### src/rtl/pong_pkg.sv
// Shared definitions for the pong ball logic: collision codes, vertical
// direction encodings, controller states and default screen bounds.
package pong_pkg;

    localparam logic [2:0] COLL_NONE = 3'b000;
    localparam logic [2:0] L_TOP     = 3'b001;
    localparam logic [2:0] R_TOP     = 3'b010;
    localparam logic [2:0] R_MID     = 3'b011;
    localparam logic [2:0] R_BOT     = 3'b100;
    localparam logic [2:0] L_BOT     = 3'b101;
    localparam logic [2:0] L_MID     = 3'b110;

    localparam logic [1:0] DIRY_STRAIGHT = 2'b00;
    localparam logic [1:0] DIRY_UP       = 2'b01;
    localparam logic [1:0] DIRY_DOWN     = 2'b10;

    typedef enum logic [2:0] {
        ST_IDLE,
        ST_WAIT,
        ST_REQ,
        ST_APPLY,
        ST_MOVE
    } state_e;

    localparam logic [7:0] X_MIN_DEF      = 8'd0;
    localparam logic [7:0] X_MAX_DEF      = 8'd159;
    localparam logic [6:0] Y_MIN_DEF      = 7'd0;
    localparam logic [6:0] Y_MAX_DEF      = 7'd117;
    localparam logic [7:0] SERVE_X_DEF    = 8'd80;
    localparam logic [6:0] SERVE_Y_DEF    = 7'd60;
    localparam logic [7:0] LEFT_FACE_DEF  = 8'd42;
    localparam logic [7:0] RIGHT_FACE_DEF = 8'd118;

    // Left-paddle codes push the ball right; right-paddle codes push it left.
    function automatic logic is_left_code(input logic [2:0] code);
        return (code == L_TOP) || (code == L_MID) || (code == L_BOT);
    endfunction

    function automatic logic is_right_code(input logic [2:0] code);
        return (code == R_TOP) || (code == R_MID) || (code == R_BOT);
    endfunction

endpackage

### src/rtl/coll_handshake.sv
// Collision request timing: waits for the checker's done pulse or a timeout,
// then emits a one-cycle valid with the latched code and inner flag.
module coll_handshake
    import pong_pkg::*;
#(
    parameter int TIMEOUT = 4
) (
    input  logic       clock,
    input  logic       resetn,
    input  logic       req_i,
    input  logic       done_i,
    input  logic [2:0] code_i,
    input  logic       inner_i,
    output logic       valid_o,
    output logic [2:0] code_o,
    output logic       inner_o
);

    localparam int CW = (TIMEOUT > 1) ? $clog2(TIMEOUT) : 1;

    logic [CW-1:0] cnt_q, cnt_d;
    logic [2:0]    code_q, code_d;
    logic          inner_q, inner_d;
    logic          timeout_hit;

    assign timeout_hit = (cnt_q == CW'(TIMEOUT - 1));
    assign valid_o     = req_i && (done_i || timeout_hit);

    always_comb begin
        cnt_d   = cnt_q;
        code_d  = code_q;
        inner_d = inner_q;
        if (!req_i || valid_o) begin
            cnt_d = '0;
        end else begin
            cnt_d = cnt_q + CW'(1);
        end
        // A timeout is reported as "no collision" so the ball just keeps moving.
        if (valid_o) begin
            code_d  = done_i ? code_i : COLL_NONE;
            inner_d = done_i ? inner_i : 1'b0;
        end
    end

    always_ff @(posedge clock or negedge resetn) begin
        if (!resetn) begin
            cnt_q   <= '0;
            code_q  <= COLL_NONE;
            inner_q <= 1'b0;
        end else begin
            cnt_q   <= cnt_d;
            code_q  <= code_d;
            inner_q <= inner_d;
        end
    end

    assign code_o  = code_q;
    assign inner_o = inner_q;

endmodule

### src/rtl/ball_motion_ctrl.sv
// Ball position/direction owner: per frame tick it requests a paddle collision
// result, applies the deflection, then bounces off walls, moves and scores.
module ball_motion_ctrl
    import pong_pkg::*;
#(
    parameter logic [7:0] X_MIN        = X_MIN_DEF,
    parameter logic [7:0] X_MAX        = X_MAX_DEF,
    parameter logic [6:0] Y_MIN        = Y_MIN_DEF,
    parameter logic [6:0] Y_MAX        = Y_MAX_DEF,
    parameter logic [7:0] SERVE_X      = SERVE_X_DEF,
    parameter logic [6:0] SERVE_Y      = SERVE_Y_DEF,
    parameter logic [7:0] LEFT_FACE    = LEFT_FACE_DEF,
    parameter logic [7:0] RIGHT_FACE   = RIGHT_FACE_DEF,
    parameter int         DONE_TIMEOUT = 4
) (
    input  logic       clock,
    input  logic       resetn,
    input  logic       gameStart,
    input  logic       tick,
    input  logic [2:0] PCollOut,
    input  logic       PCollInner,
    input  logic       PCollDone,
    output logic       collEnable,
    output logic [7:0] xBall,
    output logic [6:0] yBall,
    output logic       dirX,
    output logic [1:0] dirY,
    output logic       scoreLeft,
    output logic       scoreRight,
    output logic       moveDone,
    output logic       busy
);

    state_e     state_q, state_d;
    logic [7:0] x_q, x_d;
    logic [6:0] y_q, y_d;
    logic       dirx_q, dirx_d;
    logic [1:0] diry_q, diry_d;
    logic [1:0] diry_mv;

    logic       hs_req;
    logic       hs_valid;
    logic [2:0] hs_code;
    logic       hs_inner;

    // Gating with gameStart lets the request drop in the same cycle play stops.
    assign hs_req = (state_q == ST_REQ) && gameStart;

    coll_handshake #(
        .TIMEOUT (DONE_TIMEOUT)
    ) u_coll_handshake (
        .clock   (clock),
        .resetn  (resetn),
        .req_i   (hs_req),
        .done_i  (PCollDone),
        .code_i  (PCollOut),
        .inner_i (PCollInner),
        .valid_o (hs_valid),
        .code_o  (hs_code),
        .inner_o (hs_inner)
    );

    always_comb begin
        state_d    = state_q;
        x_d        = x_q;
        y_d        = y_q;
        dirx_d     = dirx_q;
        diry_d     = diry_q;
        diry_mv    = diry_q;
        scoreLeft  = 1'b0;
        scoreRight = 1'b0;
        moveDone   = 1'b0;

        if (!gameStart) begin
            state_d = ST_IDLE;
        end else begin
            case (state_q)
                ST_IDLE: state_d = ST_WAIT;
                ST_WAIT: if (tick) state_d = ST_REQ;
                ST_REQ:  if (hs_valid) state_d = ST_APPLY;
                ST_APPLY: begin
                    state_d = ST_MOVE;
                    // Only honour a paddle that the ball is travelling toward,
                    // so a lingering overlap cannot bounce it twice.
                    if (is_left_code(hs_code) && !dirx_q) begin
                        dirx_d = 1'b1;
                        case (hs_code)
                            L_TOP:   diry_d = DIRY_UP;
                            L_MID:   diry_d = DIRY_STRAIGHT;
                            default: diry_d = DIRY_DOWN;
                        endcase
                        if (hs_inner) x_d = LEFT_FACE;
                    end else if (is_right_code(hs_code) && dirx_q) begin
                        dirx_d = 1'b0;
                        case (hs_code)
                            R_TOP:   diry_d = DIRY_UP;
                            R_MID:   diry_d = DIRY_STRAIGHT;
                            default: diry_d = DIRY_DOWN;
                        endcase
                        if (hs_inner) x_d = RIGHT_FACE;
                    end
                end
                ST_MOVE: begin
                    state_d  = ST_WAIT;
                    moveDone = 1'b1;
                    if (x_q == X_MIN && !dirx_q) begin
                        scoreRight = 1'b1;
                        x_d        = SERVE_X;
                        y_d        = SERVE_Y;
                        dirx_d     = 1'b0;
                        diry_d     = DIRY_STRAIGHT;
                    end else if (x_q == X_MAX && dirx_q) begin
                        scoreLeft = 1'b1;
                        x_d       = SERVE_X;
                        y_d       = SERVE_Y;
                        dirx_d    = 1'b1;
                        diry_d    = DIRY_STRAIGHT;
                    end else begin
                        if (y_q == Y_MIN && diry_q == DIRY_UP) begin
                            diry_mv = DIRY_DOWN;
                        end else if (y_q == Y_MAX && diry_q == DIRY_DOWN) begin
                            diry_mv = DIRY_UP;
                        end
                        diry_d = diry_mv;
                        x_d    = dirx_q ? (x_q + 8'd1) : (x_q - 8'd1);
                        if (diry_mv == DIRY_UP) begin
                            y_d = y_q - 7'd1;
                        end else if (diry_mv == DIRY_DOWN) begin
                            y_d = y_q + 7'd1;
                        end
                    end
                end
                default: state_d = ST_IDLE;
            endcase
        end
    end

    always_ff @(posedge clock or negedge resetn) begin
        if (!resetn) begin
            state_q <= ST_IDLE;
            x_q     <= SERVE_X;
            y_q     <= SERVE_Y;
            dirx_q  <= 1'b1;
            diry_q  <= DIRY_STRAIGHT;
        end else begin
            state_q <= state_d;
            x_q     <= x_d;
            y_q     <= y_d;
            dirx_q  <= dirx_d;
            diry_q  <= diry_d;
        end
    end

    assign collEnable = hs_req;
    assign busy       = (state_q != ST_IDLE) && (state_q != ST_WAIT);
    assign xBall      = x_q;
    assign yBall      = y_q;
    assign dirX       = dirx_q;
    assign dirY       = diry_q;

endmodule

### config.mk
export PLATFORM = sky130hd
export DESIGN_NAME = ball_motion_ctrl
export DESIGN_NICKNAME = d
export VERILOG_FILES = /design/src/rtl/pong_pkg.sv /design/src/rtl/coll_handshake.sv /design/src/rtl/ball_motion_ctrl.sv
export SDC_FILE = /design/constraint.sdc
export NUM_CORES = 1
export LEC_CHECK = 0
export BUFFER_PORTS_ARGS = -buffer_cell sky130_fd_sc_hd__buf_2
export CAP_MARGIN = 20
export CORE_MARGIN = 8
export CORE_UTILIZATION = 60
export CTS_BUF_LIST = sky130_fd_sc_hd__clkbuf_16
export CTS_CLUSTER_DIAMETER = 150
export DETAILED_ROUTE_END_ITERATION = 7
export PLACE_DENSITY_LB_ADDON = 0.12
export SLEW_MARGIN = 25
export SYNTH_ARGS = -nofsm -noshare
export SYNTH_HDL_FRONTEND = slang
export SYNTH_SLANG_ARGS = --single-unit
### constraint.sdc
create_clock -name clock -period 6.63 [get_ports clock]
set_input_delay 0.3315 -clock clock [delete_from_list [all_inputs] [get_ports clock]]
set_output_delay 0.3315 -clock clock [all_outputs]
set_load 0.05 [all_outputs]
# Word-level counts from Yosys, hierarchy flattened
# Cells that the tools add are included.
[totals]
ramBits = 0
inputBits = 9
latch_bits = 0
output_inout_bits = 23
mem_count = 0
word_cells = 111
reg_bits = 27
rom_bits = 0
[op_classes]
mux = 46
div_mod_pow = 0
n_eq_ne = 23
add_sub_neg = 5
bitwise_logic = 0
n_reduce_logical = 29
n_lt_le_gt_ge = 0
n_mul = 0
shift = 0
[ops]
columns = ["cell", "n"]
rows = [
  ["$mux W8", 7],
  ["$mux W7", 4],
  ["$mux W2", 11],
  ["$pmux W8 S2", 1],
  ["$mux W1", 14],
  ["$eq A3 B2 Y1 const B", 4],
  ["$eq A3 B3 Y1 const B", 4],
  ["$mux W3", 4],
  ["$pmux W2 S2", 3],
  ["$pmux W3 S4", 1],
  ["$logic_and A1 B1 Y1", 9],
  ["$ne A3 B3 Y1 const B", 3],
  ["$add A8 B1 Y8 const B", 1],
  ["$eq A8 B8 Y1 const B", 1],
  ["$logic_not A8 Y1", 1],
  ["$reduce_and A4 Y1", 2],
  ["$sub A8 B1 Y8 const B", 1],
  ["$add A7 B1 Y7 const B", 1],
  ["$eq A7 B7 Y1 const B", 1],
  ["$logic_not A7 Y1", 1],
  ["$sub A7 B1 Y7 const B", 1],
  ["$eq A2 B2 Y1 const B", 3],
  ["$eq A3 B1 Y1 const B", 2],
  ["$logic_or A1 B1 Y1", 6],
  ["other kinds (14)", 17],
]

# Depth between registers and ports, before layout
# Gate-level depths: netlist (run 1).
[logic_depth]
word_depth = 13
depth_mapped = 12
depth_no_buf = 12

# Modules after synthesis
# Synthesis (run 1) repeated with hierarchy kept, for this count alone.
[hier_totals]
cells_unflattened = 217
area_unflattened_um2 = 1958.1
[by_module_without_submodules]
columns = ["mod", "cells_each", "instances", "area_each_um2", "seq_area_each_um2"]
rows = [
  ["ball_motion_ctrl", 202, 1, 1721.7, 534.3],
  ["coll_handshake", 15, 1, 236.5, 150.1],
]

# Worst setup path before layout (run 1)
# No wires, ideal clock.
[synth_timing]
kind = "register to register"
startpoint = "register diry_q[1] (netlist: dirY[1])"
endpoint = "register y_q[6] (netlist: yBall[6])"
n_path_buf = 0
arrival_ps = 2449
setup_ps = 121
path_stages_with_launch = 12
period_less_slack_ps = 2570
slack_ps = 4060
required_ps = 6509
path_cell_list = "dfrtp_1 -> ha_1 -> nand4_1 -> o41ai_4 -> nand2_2 -> xnor2_1 -> ha_1 -> nor2_1 -> nand4_1 -> a21oi_1 -> o21ai_0 -> a22o_1"
[synth_between]
elab_chain_len = 12
elab_cells_between_ends = 17
cone_classes = "eq/ne: 4; mux: 9; reduce/logical: 4"
[synth_rtl]
columns = ["element", "line", "source"]
rows = [
  ["start, declared", "ball_motion_ctrl.sv:38", "logic [1:0] diry_q, diry_d;"],
  ["start signal, assigned", "ball_motion_ctrl.sv:150", "diry_q <= diry_d;"],
  ["$eq A2 B2 Y1", "ball_motion_ctrl.sv:121", "end else if (y_q == Y_MAX && diry_q == DIRY_DOWN) begin"],
  ["$logic_and A1 B1 Y1", "ball_motion_ctrl.sv:121", ""],
  ["$mux W2", "ball_motion_ctrl.sv:121", ""],
  ["$mux W2 *", "ball_motion_ctrl.sv:119", "if (y_q == Y_MIN && diry_q == DIRY_UP) begin"],
  ["$mux W2 *", "ball_motion_ctrl.sv:112", "end else if (x_q == X_MAX && dirx_q) begin"],
  ["$mux W2 *", "ball_motion_ctrl.sv:106", "if (x_q == X_MIN && !dirx_q) begin"],
  ["$mux W2 *", "ball_motion_ctrl.sv:77", "case (state_q)"],
  ["$mux W2 *", "ball_motion_ctrl.sv:74", "if (!gameStart) begin"],
  ["$eq A2 B1 Y1", "ball_motion_ctrl.sv:126", "if (diry_mv == DIRY_UP) begin"],
  ["$mux W7", "ball_motion_ctrl.sv:126", ""],
  ["$mux W7", "ball_motion_ctrl.sv:112", ""],
  ["$mux W7", "ball_motion_ctrl.sv:106", ""],
  ["end signal, assigned", "ball_motion_ctrl.sv:148", "y_q <= y_d;"],
  ["end, declared", "ball_motion_ctrl.sv:36", "logic [6:0] y_q, y_d;"],
]
# Every way passes the cells marked *; elsewhere a longest branch is shown, timed or not. The select of a mux whose other input is x is not followed.
# A chain may end at the register's enable or synchronous reset.

# Final worst setup path (run 1)
[layout_timing]
startpoint = "register y_q[2] (netlist: yBall[2])"
endpoint = "register y_q[6] (netlist: yBall[6])"
[layout_between]
elab_chain_len = 12
elab_cells_between_ends = 20
cone_classes = "add/sub: 2; eq/ne: 3; mux: 10; reduce/logical: 5"
[layout_rtl]
columns = ["element", "line"]
rows = [
  ["$eq A7 B7 Y1", "ball_motion_ctrl.sv:121"],
  ["$logic_and A1 B1 Y1", "ball_motion_ctrl.sv:121"],
  ["$mux W2", "ball_motion_ctrl.sv:121"],
  ["$mux W2", "ball_motion_ctrl.sv:119"],
  ["$mux W2", "ball_motion_ctrl.sv:112"],
  ["$mux W2", "ball_motion_ctrl.sv:106"],
  ["$mux W2", "ball_motion_ctrl.sv:77"],
  ["$mux W2", "ball_motion_ctrl.sv:74"],
  ["$eq A2 B1 Y1", "ball_motion_ctrl.sv:126"],
  ["$mux W7", "ball_motion_ctrl.sv:126"],
  ["$mux W7", "ball_motion_ctrl.sv:112"],
  ["$mux W7", "ball_motion_ctrl.sv:106"],
]
# Several ways; a longest one is shown, not always the timed one. The select of a mux whose other input is x is not followed.

==> results of run 1 <==
-- registers in the layout, summed over array words and instances (netlist names) --
signal,cells
u_coll_handshake.cnt_q,2
state_q,3
dirY,2
dirX,1
xBall,8
u_coll_handshake.inner_o,1
yBall,7
u_coll_handshake.code_o,3
-- where the power goes --
group / switching (mW) / internal (mW) / total (mW)
clock network: 0.0573 / 0.0820 / 0.139
logic: 0.321 / 0.185 / 0.506
registers: 0.0577 / 0.209 / 0.267
total: 0.436 / 0.476 / 0.912
-- worst paths after layout --
path / end / slack [ps] / depth (start not counted)
worst max register to register: yBall[6] / 4030 / 10
worst min-delay path: xBall[3] / 80 / 1
worst max-delay path: yBall[6] / 4030 / 10
min in group clock: u_coll_handshake.inner_o / 290 / 2
worst min register to register: u_coll_handshake.cnt_q[0] / 440 / 1
max in group asynchronous: dirY[1] / 6140 / 1
-- through the flow --
step | instances | instance area [um2] | hold slack [ps] | utilization | setup slack [ps]
floorplan | 211 | 1870 | 35.9 | - | 4060
global placement | 272 | 2050 | 368 | 0.684 | 4290
detailed placement | 272 | 2050 | 378 | 0.684 | 4110
CTS | 276 | 2140 | 98.1 | 0.712 | 4100
global route | 276 | 2140 | 120 | 0.712 | 3820
finish | 276 | 2140 | 82.3 | 0.712 | 4030
-- kinds of logic (layout without fill, tap and decap cells) --
group | count (synthesis) | count (layout) | share of synthesized area
xor+xnor | 5 | 5 | 0.0234
flops | 27 | 27 | 0.366
buf+inv | 16 | 48 | 0.0334
simple gates | 87 | 87 | 0.251
mux | 4 | 4 | 0.0234
compound gates | 61 | 61 | 0.226
fa+ha+maj | 11 | 11 | 0.0775
-- placed cells by master (no fill, tap or decap), drive strengths merged, types with 2 or more instances in the layout --
| master | netlist | final |
|---|---|---|
| xnor2 | 3 | 3 |
| ha | 10 | 10 |
| nor2b | 3 | 3 |
| a21oi | 16 | 16 |
| dfrtp | 20 | 20 |
| nand3 | 5 | 5 |
| xor2 | 2 | 2 |
| a31oi | 2 | 2 |
| nand2 | 17 | 17 |
| o41ai | 2 | 2 |
| o22a | 2 | 2 |
| clkbuf | 1 | 3 |
| and2 | 3 | 3 |
| nand4 | 6 | 6 |
| mux2 | 3 | 3 |
| o21ai | 14 | 14 |
| nor3 | 3 | 3 |
| o21a | 2 | 2 |
| buf | 2 | 31 |
| and3 | 4 | 4 |
| o22ai | 4 | 4 |
| or2 | 2 | 2 |
| a22o | 7 | 7 |
| o31a | 2 | 2 |
| nor2 | 24 | 24 |
| a311oi | 2 | 2 |
| nand3b | 3 | 3 |
| inv | 12 | 12 |
| dfstp | 7 | 7 |
| nor3b | 3 | 3 |
| nand2b | 8 | 8 |
| nor4 | 3 | 3 |
-- metal layers --
layer	vias up	GRT usage
met1	808	0.228
met2	56	0.325
met5	-	0
met3	4	0.0363
li1	840	-
met4	0	0.0544
-- layout make-up --
type,instances,share of cell area
clock inverters,1,0.00351
inverters,13,0.0228
flip-flops and latches,27,0.320
multi-input cells,168,0.526
well taps,33,0.0193
clock buffers,3,0.0351
repair buffers,31,0.0726
-- worst register-to-register path: stages (launching register included) --
cell and delay (ps):
dfstp_2 620, nand4_1 200, o41ai_4 320, nand2_2 160
xnor2_1 150, ha_1 260, nor2_1 150, nand4_1 100
a21oi_1 210, o21ai_0 130, a22o_1 200
==> flow_summary_export.csv, run 1 <==
group,metric,value,unit
status,status,"complete, no violations",
global_routing,overflow,0,
synth,ys.flop_type,"dfrtp_1",
critical_path,start_kind,"flip-flop",
detailed_routing,ant_nets,0,
critical_path,critPathKind,"reg -> reg",
floorplanning,start_util,0.623,
timing,hold_viol_final,0,
synth,synth_warnings,0,
detailed_routing,drc,0,
clock_network,cts.clk_slew.worst_paths,70,ps
synth,synth_top_area_share,0.267,
place,dp_hpwl,3550,um
synth,synth_cell_type_count,52,
timing,fin_crit,2600,ps
timing,slew_headroom,0.581,
power,power_density,427,nW/um2
clock_network,clockBufferDepth,2,
timing,rsz0062_at_grt,"no",
clock_network,cts-root-buf,"clkbuf_16",
critical_path,cp_slowest_stage_delay,620,ps
floorplanning,row_count,20,
job,maxCapViolCount,0,
layout,seqCellArea,684,um2
layout,drive_above_1_share,0.235,
floorplanning,ios,32,
layout,multi_input_area,1120,um2
synth,synth_edf_count,0,
detailed_routing,drt_iter0_drc,112,
global_routing,antenna_found_initial,0,
critical_path,path_delay_family,"compound AO/OA/AOI/OAI gates",
place,place_congestion,0.980,
power,p_leak,0.999,nW
layout,diodes,0,
clock_network,cts_resized,0,
clock_network,cts_tree,"done",
floorplanning,die_x,71.9,um
synth,ys_async_sr_fraction,1.00,
timing,slew_viol_final,0,
critical_path,cp_slowest_cell,"dfstp_2",
critical_path,critPathRequiredTime,6780,ps
global_routing,track_usage,0.187,
layout,syn_to_final_growth,14.2,%
clock_network,post-cts-setup-buffer-count,0,
detailed_routing,vias,1708,
critical_path,arrival,2750,ps
synth,synth_cells,211,
detailed_routing,avgRoutedWirePerCell,16.9,um
detailed_routing,wl,4680,um
detailed_routing,highest_layer,"met4",
power,vdd_ir_drop_max,0.000303,V
critical_path,r2r-start,"yBall[2]",
timing,worst_slew_pin_slew,629,ps
clock_network,clkSinkCount,27,
detailed_routing,wl_met1,2080,um
clock_network,cts_max_level,1,
critical_path,critPathLaunch,"yBall[2]",
synth,synth-seq-area-share,0.366,
clock_network,worst_skew_pair.late_latency,260,ps
global_routing,grt_start_max_net_pins,28,
detailed_routing,met2_length,2310,um
timing,skew,1.58,ps
clock_network,cts_hold_buffers,0,
critical_path,path_common_cell,"nand4_1",
floorplanning,dieArea,5160,um2
timing,setup_tns,0,ps
timing,fmax,385,MHz
critical_path,endpoint_kind,"flip-flop",
power,p_total,0.912,mW
synth,syn_nets,231,
synth,netlist_top_cells_area,"dfrtp_1 (27%), dfstp_2 (9.8%), ha_1 (6.7%)",
detailed_routing,wl_met3,253,um
floorplanning,chipHeight,71.9,um
detailed_routing,drt-vias-per-instance,6.19,
layout,fill_cells,239,
critical_path,path_max_fanout,9,
floorplanning,core_region_area,3000,um2
critical_path,path_cells,"nand4_1 > o41ai_4 > nand2_2 > xnor2_1 > ha_1 > nor2_1 > nand4_1 > a21oi_1 > o21ai_0 > a22o_1",
place,port_buffers,31,
timing,finalSetupViolations,0,
clock_network,cts_buffers,3,
synth,yosys.area.top_type,"dfrtp_1",
critical_path,crit_buf_inv,0,
synth,syn_avg_cell_area,8.87,um2
detailed_routing,dr.pass1.iters,4,
hold_path,hold_class,"in -> async",
synth,yosys-top-cells-count,"nor2_1 (24), dfrtp_1 (20), a21oi_1 (15)",
timing,finalCritPeriodShare,0.392,
synth,ys_ff_latch,27,
global_routing,grt_pass1_vias,1709,
synth,synth_area,1870,um2
synth,yosysMostFrequentCell,"nor2_1",
global_routing,grt_pass1_wl,7820,um
layout,layout.nets,264,
(Power assumes the default switching activity.)
==> inputs of run 2 (changes only) <==
--- a/config.mk
+++ b/config.mk
@@ -8,7 +8,7 @@
 export BUFFER_PORTS_ARGS = -buffer_cell sky130_fd_sc_hd__buf_2
 export CAP_MARGIN = 20
 export CORE_MARGIN = 8
-export CORE_UTILIZATION = 60
+export CORE_UTILIZATION = 50
 export CTS_BUF_LIST = sky130_fd_sc_hd__clkbuf_16
 export CTS_CLUSTER_DIAMETER = 150
 export DETAILED_ROUTE_END_ITERATION = 7
==> constraint.sdc (replaced) <==
create_clock -name clock -period 2.15 [get_ports clock]
set_input_delay 0.1075 -clock clock [delete_from_list [all_inputs] [get_ports clock]]
set_output_delay 0.1075 -clock clock [all_outputs]
set_load 0.05 [all_outputs]
==> run 2 against run 1 <==
The run now ends with setup timing left. Global-route usage fell by 2.7 points. Sequential cell count did not move. Count of clock-buffer cells in the layout did not move. Die area rose by 15%. Cell count rose by 13%. First-iteration DRC count fell by 29%. Worst setup slack got worse by 4100 ps. Critical path type unchanged. Core utilization fell by 4.2 points. Critical path depth did not move.
==> flow_summary_export.csv, run 2 (same netlist as run 1, synthesis figures left out) <==
group,metric,value,unit
detailed_routing,ant_nets,0,
power,pwr-share-clk,0.133,
layout,syn_to_final_growth,29.9,%
critical_path,critPathRequiredTime,2300,ps
layout,largest_reg_flops,8,
timing,worst_slew_pin_slew,607,ps
critical_path,endpoint_kind,"flip-flop",
detailed_routing,avgRoutedWirePerCell,15.1,um
place,dp_hpwl,3570,um
floorplanning,dieArea,5960,um2
floorplanning,ios,32,
clock_network,worst_skew_pair.late_latency,260,ps
global_routing,grt_start_max_net_pins,28,
power,seqPwrFrac,0.252,
hold_path,holdCritStartpoint,"PCollInner",
power,vdd_ir_drop_max,0.000969,V
detailed_routing,highest_layer,"met4",
global_routing,antenna_found_initial,0,
timing,fin_ws,-76.9,ps
status,status,"finished, violations left",
place,dp_cells,307,
global_routing,grt_pass1_wl,8110,um
detailed_routing,dr.pass1.iters,4,
timing,fin_crit,2230,ps
clock_network,cts_tree,"done",
power,combPwrFrac,0.615,
critical_path,r2r-start,"yBall[2]",
floorplanning,core_region_area,3630,um2
detailed_routing,wl_met1,2260,um
clock_network,clkSinkCount,27,
place,place_congestion,0.862,
critical_path,r2r-end,"yBall[6]",
clock_network,cts.clk_slew.worst_paths,70,ps
timing,rsz0062_at_grt,"yes",
clock_network,cts-root-buf,"clkbuf_16",
detailed_routing,drc,0,
layout,instances_no_fill,313,
global_routing,track_usage,0.161,
timing,finalSetupViolations,4,
detailed_routing,drt-vias-per-instance,5.69,
layout,drive_above_1_share,0.362,
clock_network,cts_buffers,3,
global_routing,overflow,0,
place,dpl_cell_area,2250,um2
critical_path,path_max_fanout,6,
detailed_routing,drt_iter0_drc,79,
floorplanning,chipHeight,77.2,um
hold_path,min_path_cells,2,
critical_path,critPathKind,"reg -> reg",
critical_path,arrival,2380,ps
hold_path,hold_class,"in -> reg",
layout,mostFrequentLayoutCells,"buf_2 (31), nor2_1 (24), buf_4 (20), dfrtp_1 (16), nand2_1 (13)",
power,switchingPower,1.45,mW
critical_path,reg2reg_depth,10,
power,power_density,1310,nW/um2
timing,fmax,449,MHz
power,p_leak,1.11,nW
detailed_routing,vias,1781,
timing,slew_viol_final,0,
timing,slew_headroom,0.595,
power,p_sw_frac,0.454,
floorplanning,start_util,0.515,
floorplanning,die_x,77.2,um
detailed_routing,wl_met3,189,um
layout,diodes,0,
layout,layout.nets,286,
critical_path,start_kind,"flip-flop",
clock_network,cts_max_level,1,
timing,setup_tns,-153,ps
detailed_routing,met2_length,2220,um
timing,hold_viol_final,0,
layout,fin_area,2430,um2
clock_network,clockBufferDepth,2,
detailed_routing,wl,4720,um
job,maxCapViolCount,0,
place,port_buffers,31,
timing,finalCritPeriodShare,1.04,
global_routing,grt_pass1_vias,1724,
power,intPower,1.74,mW
timing,skew,5.33,ps
critical_path,ff2ff_setup_slack,-80,ps
floorplanning,row_count,22,
hold_path,whs_endpoint,"u_coll_handshake.inner_o",
layout,layout_commonest_cell,"buf_2",
status,violations,"setup timing",
run 2: worst max-delay path by stage:
stage              from       end  slack (ps)
2_1_floorplan  yBall[2]  yBall[6]        -280
6_report       yBall[2]  yBall[6]         -80
5_1_grt         dirY[0]  yBall[6]        -220
3_5_place_dp    dirY[0]  yBall[6]        -130
3_3_place_gp   yBall[2]  yBall[6]         -70
4_1_cts        yBall[2]  yBall[6]         -70
run 2: timing repair:
action / 4_1_cts / 5_1_grt
hold endpoints to repair: 20 / 0
gates resized for setup: 2 / 18
hold buffers: 1 / 0
setup endpoints to repair: 4 / 7
setup buffers: 0 / 1
pin swaps: 3 / 2
run 2: worst max-delay path: stages, from the launching register on:
cell	delay, ps
dfstp_4	610
nand4_1	140
o41ai_4	280
nand2_2	100
xnor2_1	140
ha_2	220
nor2_1	100
nand4_1	120
a21oi_2	160
o21ai_1	70
a22o_1	180
run 2: per-stage QoR:
stage	worst slack [ps]	utilization	hold slack, ps	power, mW
final	-76.9	0.669	68.4	3.19
after global routing	-219	0.669	83.9	3.44
after CTS	-70.6	0.645	70.3	2.96
after detailed placement	-129	0.619	152	2.52
after global placement	-70.3	0.619	163	2.49
after floorplan	-285	-	-188	2.04
run 2: metal layers:
layer | vias to the layer above | track usage
met5 | - | 0
met4 | 0 | 0.0358
met3 | 5 | 0.0396
met2 | 33 | 0.260
met1 | 859 | 0.210
li1 | 884 | -
run 2: final cells by class:
type,instances,area [um2]
repair buffers,53,327
clock inverters,1,5.00
flip-flops and latches,27,697
clock buffers,3,75.1
well taps,48,60.1
multi-input cells,168,1220
fillers,327,1200
inverters,13,52.6
run 2: power by group through the flow:
stage          Clock (mW)  Combinational (mW)  Sequential, mW
2_1_floorplan           0               0.940            1.10
6_report            0.425                1.96           0.805
5_1_grt             0.451                2.16           0.829
3_5_place_dp            0                1.72           0.793
3_3_place_gp            0                1.70           0.794
4_1_cts             0.429                1.75           0.788
==> inputs of run 3 (changes only) <==
--- a/config.mk
+++ b/config.mk
@@ -7,8 +7,9 @@
 export LEC_CHECK = 0
 export BUFFER_PORTS_ARGS = -buffer_cell sky130_fd_sc_hd__buf_2
 export CAP_MARGIN = 20
+export CORE_ASPECT_RATIO = 0.8
 export CORE_MARGIN = 8
-export CORE_UTILIZATION = 50
+export CORE_UTILIZATION = 40
 export CTS_BUF_LIST = sky130_fd_sc_hd__clkbuf_16
 export CTS_CLUSTER_DIAMETER = 150
 export DETAILED_ROUTE_END_ITERATION = 7
==> run 3 against run 2 <==
The flow still finishes with violations (setup timing). Total power down 0.12%. Cell count grew 7.7%. Via count shrank 0.34%. Global-route usage shrank 1.9 points. Sequential cell count unchanged. First-iteration DRC count shrank 42%. Combinational power hardly changed. Critical path depth down 1. Count of clock-buffer cells in the layout stayed put. Clock skew down 2.3 ps. Sequential share of layout area down 1.5 points. Largest cell class unchanged.
==> flow_summary_export.csv, run 3 (same netlist as run 1, synthesis figures left out) <==
group,metric,value,unit
status,status,"finished, violations left",
status,violations,"setup timing",
layout,seqCellArea,697,um2
clock_network,cts_tree,"done",
layout,layout.nets,298,
global_routing,overflow,0,
power,vdd_ir_drop_max,0.000793,V
layout,mostFrequentLayoutCells,"buf_4 (32), buf_2 (30), nor2_1 (23), dfrtp_1 (16), nand2_1 (12)",
timing,hold_viol_final,0,
timing,finalSetupViolations,6,
floorplanning,ios,32,
job,maxCapViolCount,0,
critical_path,r2r-end,"yBall[6]",
place,place_congestion,0.860,
detailed_routing,drt_iter0_drc,46,
floorplanning,dieArea,7140,um2
floorplanning,row_count,22,
critical_path,crit_buf_inv,0,
timing,fmax,438,MHz
critical_path,path_delay_family,"compound AO/OA/AOI/OAI gates",
global_routing,grt_pass1_vias,1744,
clock_network,cts_max_level,1,
critical_path,path_depth,9,
detailed_routing,wl,5090,um
critical_path,start_kind,"flip-flop",
global_routing,use_met1,0.201,
layout,fill_cells,441,
global_routing,track_usage,0.142,
layout,layout_commonest_cell,"buf_4",
critical_path,reg2reg_depth,9,
clock_network,worst_skew_pair.late_latency,260,ps
place,port_buffers,31,
timing,slew_viol_final,0,
detailed_routing,drt-vias-per-instance,5.27,
timing,worst_slew_pin_slew,602,ps
detailed_routing,vias,1775,
critical_path,critPathRequiredTime,2300,ps
critical_path,crit_path_end,"yBall[6]",
critical_path,path_max_fanout,6,
floorplanning,die_x,92.5,um
global_routing,busiest_layer,"met2",
critical_path,endpoint_kind,"flip-flop",
detailed_routing,dr.pass1.iters,4,
critical_path,path_cells,"nand4_1 > o41ai_4 > nand2_2 > xnor2_1 > ha_2 > nand4_1 > a21oi_2 > o21ai_1 > a22o_1",
detailed_routing,avgRoutedWirePerCell,15.1,um
layout,largest_reg_flops,8,
clock_network,cts-root-buf,"clkbuf_16",
critical_path,path_common_cell,"nand4_1",
global_routing,use_met2,0.209,
global_routing,antenna_found_initial,0,
timing,fin_crit,2280,ps
critical_path,cp_slowest_cell,"dfstp_4",
clock_network,clockBufferDepth,2,
critical_path,critPathLaunch,"yBall[2]",
hold_path,hold_class,"in -> reg",
power,p_leak,1.16,nW
timing,rsz0062_at_grt,"yes",
global_routing,grt_start_max_net_pins,28,
timing,slew_headroom,0.598,
power,power_density,1240,nW/um2
detailed_routing,drc,0,
layout,drive_above_1_share,0.415,
layout,final_util,0.565,
clock_network,cts.clk_slew.worst_paths,70,ps
global_routing,grt_pass1_wl,8380,um
detailed_routing,ant_nets,0,
layout,diodes,0,
timing,holdWs,66.8,ps
global_routing,use_met3,0.0331,
clock_network,clkSinkCount,27,
timing,finalCritPeriodShare,1.06,
critical_path,r2r-start,"yBall[2]",
critical_path,ff2ff_setup_slack,-130,ps
layout,syn_to_final_growth,37.2,%
critical_path,critPathKind,"reg -> reg",
critical_path,cp_slowest_stage_delay,620,ps
clock_network,cts_buffers,3,
critical_path,arrival,2440,ps
timing,fin_ws,-134,ps
layout,multi_input_area,1240,um2
floorplanning,start_util,0.412,
floorplanning,core_region_area,4540,um2
timing,skew,3.00,ps
place,dp_hpwl,3700,um
floorplanning,chipHeight,77.2,um
[run 3: cell types whose count changed in the layout (fill, tap and decap cells not counted), sizes merged]
cell    before  now
clkinv       2    1
clkbuf       3    4
buf         52   63
inv         11   12
[run 3: metal layers]
layer,up-vias,share of wire
met5,-,0
met4,0,0.0075
met3,5,0.040
met2,29,0.44
met1,830,0.52
li1,911,-
[run 3: final cells by class]
type	count	area share
clock buffers	3	0.0292
inverters	13	0.0205
flip-flops and latches	27	0.271
well taps	60	0.0292
repair buffers	65	0.163
clock inverters	1	0.00146
multi-input cells	168	0.485
[run 3: repair_timing]
action                                 CTS  global route
buffers inserted                         6             6
setup endpoints to repair                5            11
pin swaps                                3            10
resized for setup                        3            22
hold buffers                             1             0
endpoints found under the hold margin   20             0
[run 3: per-stage QoR]
stage               worst slack, ps  power (mW)  setup TNS (ps)  instance area (um2)  std cells
finish                         -134        3.19            -390                 2570        337
global placement              -70.9        2.47            -193                 2270        320
global route                   -289        3.45           -1250                 2570        337
CTS                           -49.9        2.93            -106                 2410        331
detailed placement             -120        2.47            -402                 2270        320
floorplan                      -285        2.04            -721                 1900        211
[run 3: power by group]
part           switching [mW]  leakage (nW)  internal, mW  total [mW]
sequential              0.156         0.323         0.654       0.810
combinational            1.10         0.797         0.862        1.96
clock                   0.170        0.0423         0.249       0.419
total                    1.42          1.16          1.77        3.19
[run 3: how the worst min path moves through the flow]
stage                     start                    endpoint  depth (start not counted)
floorplan                resetn                     dirY[0]                          0
global placement         resetn   u_coll_handshake.cnt_q[0]                          1
detailed placement       resetn   u_coll_handshake.cnt_q[0]                          1
CTS                 PCollOut[2]  u_coll_handshake.code_o[2]                          2
global route        PCollOut[1]  u_coll_handshake.code_o[1]                          2
finish              PCollOut[1]  u_coll_handshake.code_o[1]                          2
[run 3: worst register-to-register path, cell delays in order (launching register included)]
cell,delay (ps)
dfstp_4,620
nand4_1,160
o41ai_4,290
nand2_2,100
xnor2_1,200
ha_2,270
nand4_1,130
a21oi_2,170
o21ai_1,70
a22o_1,180
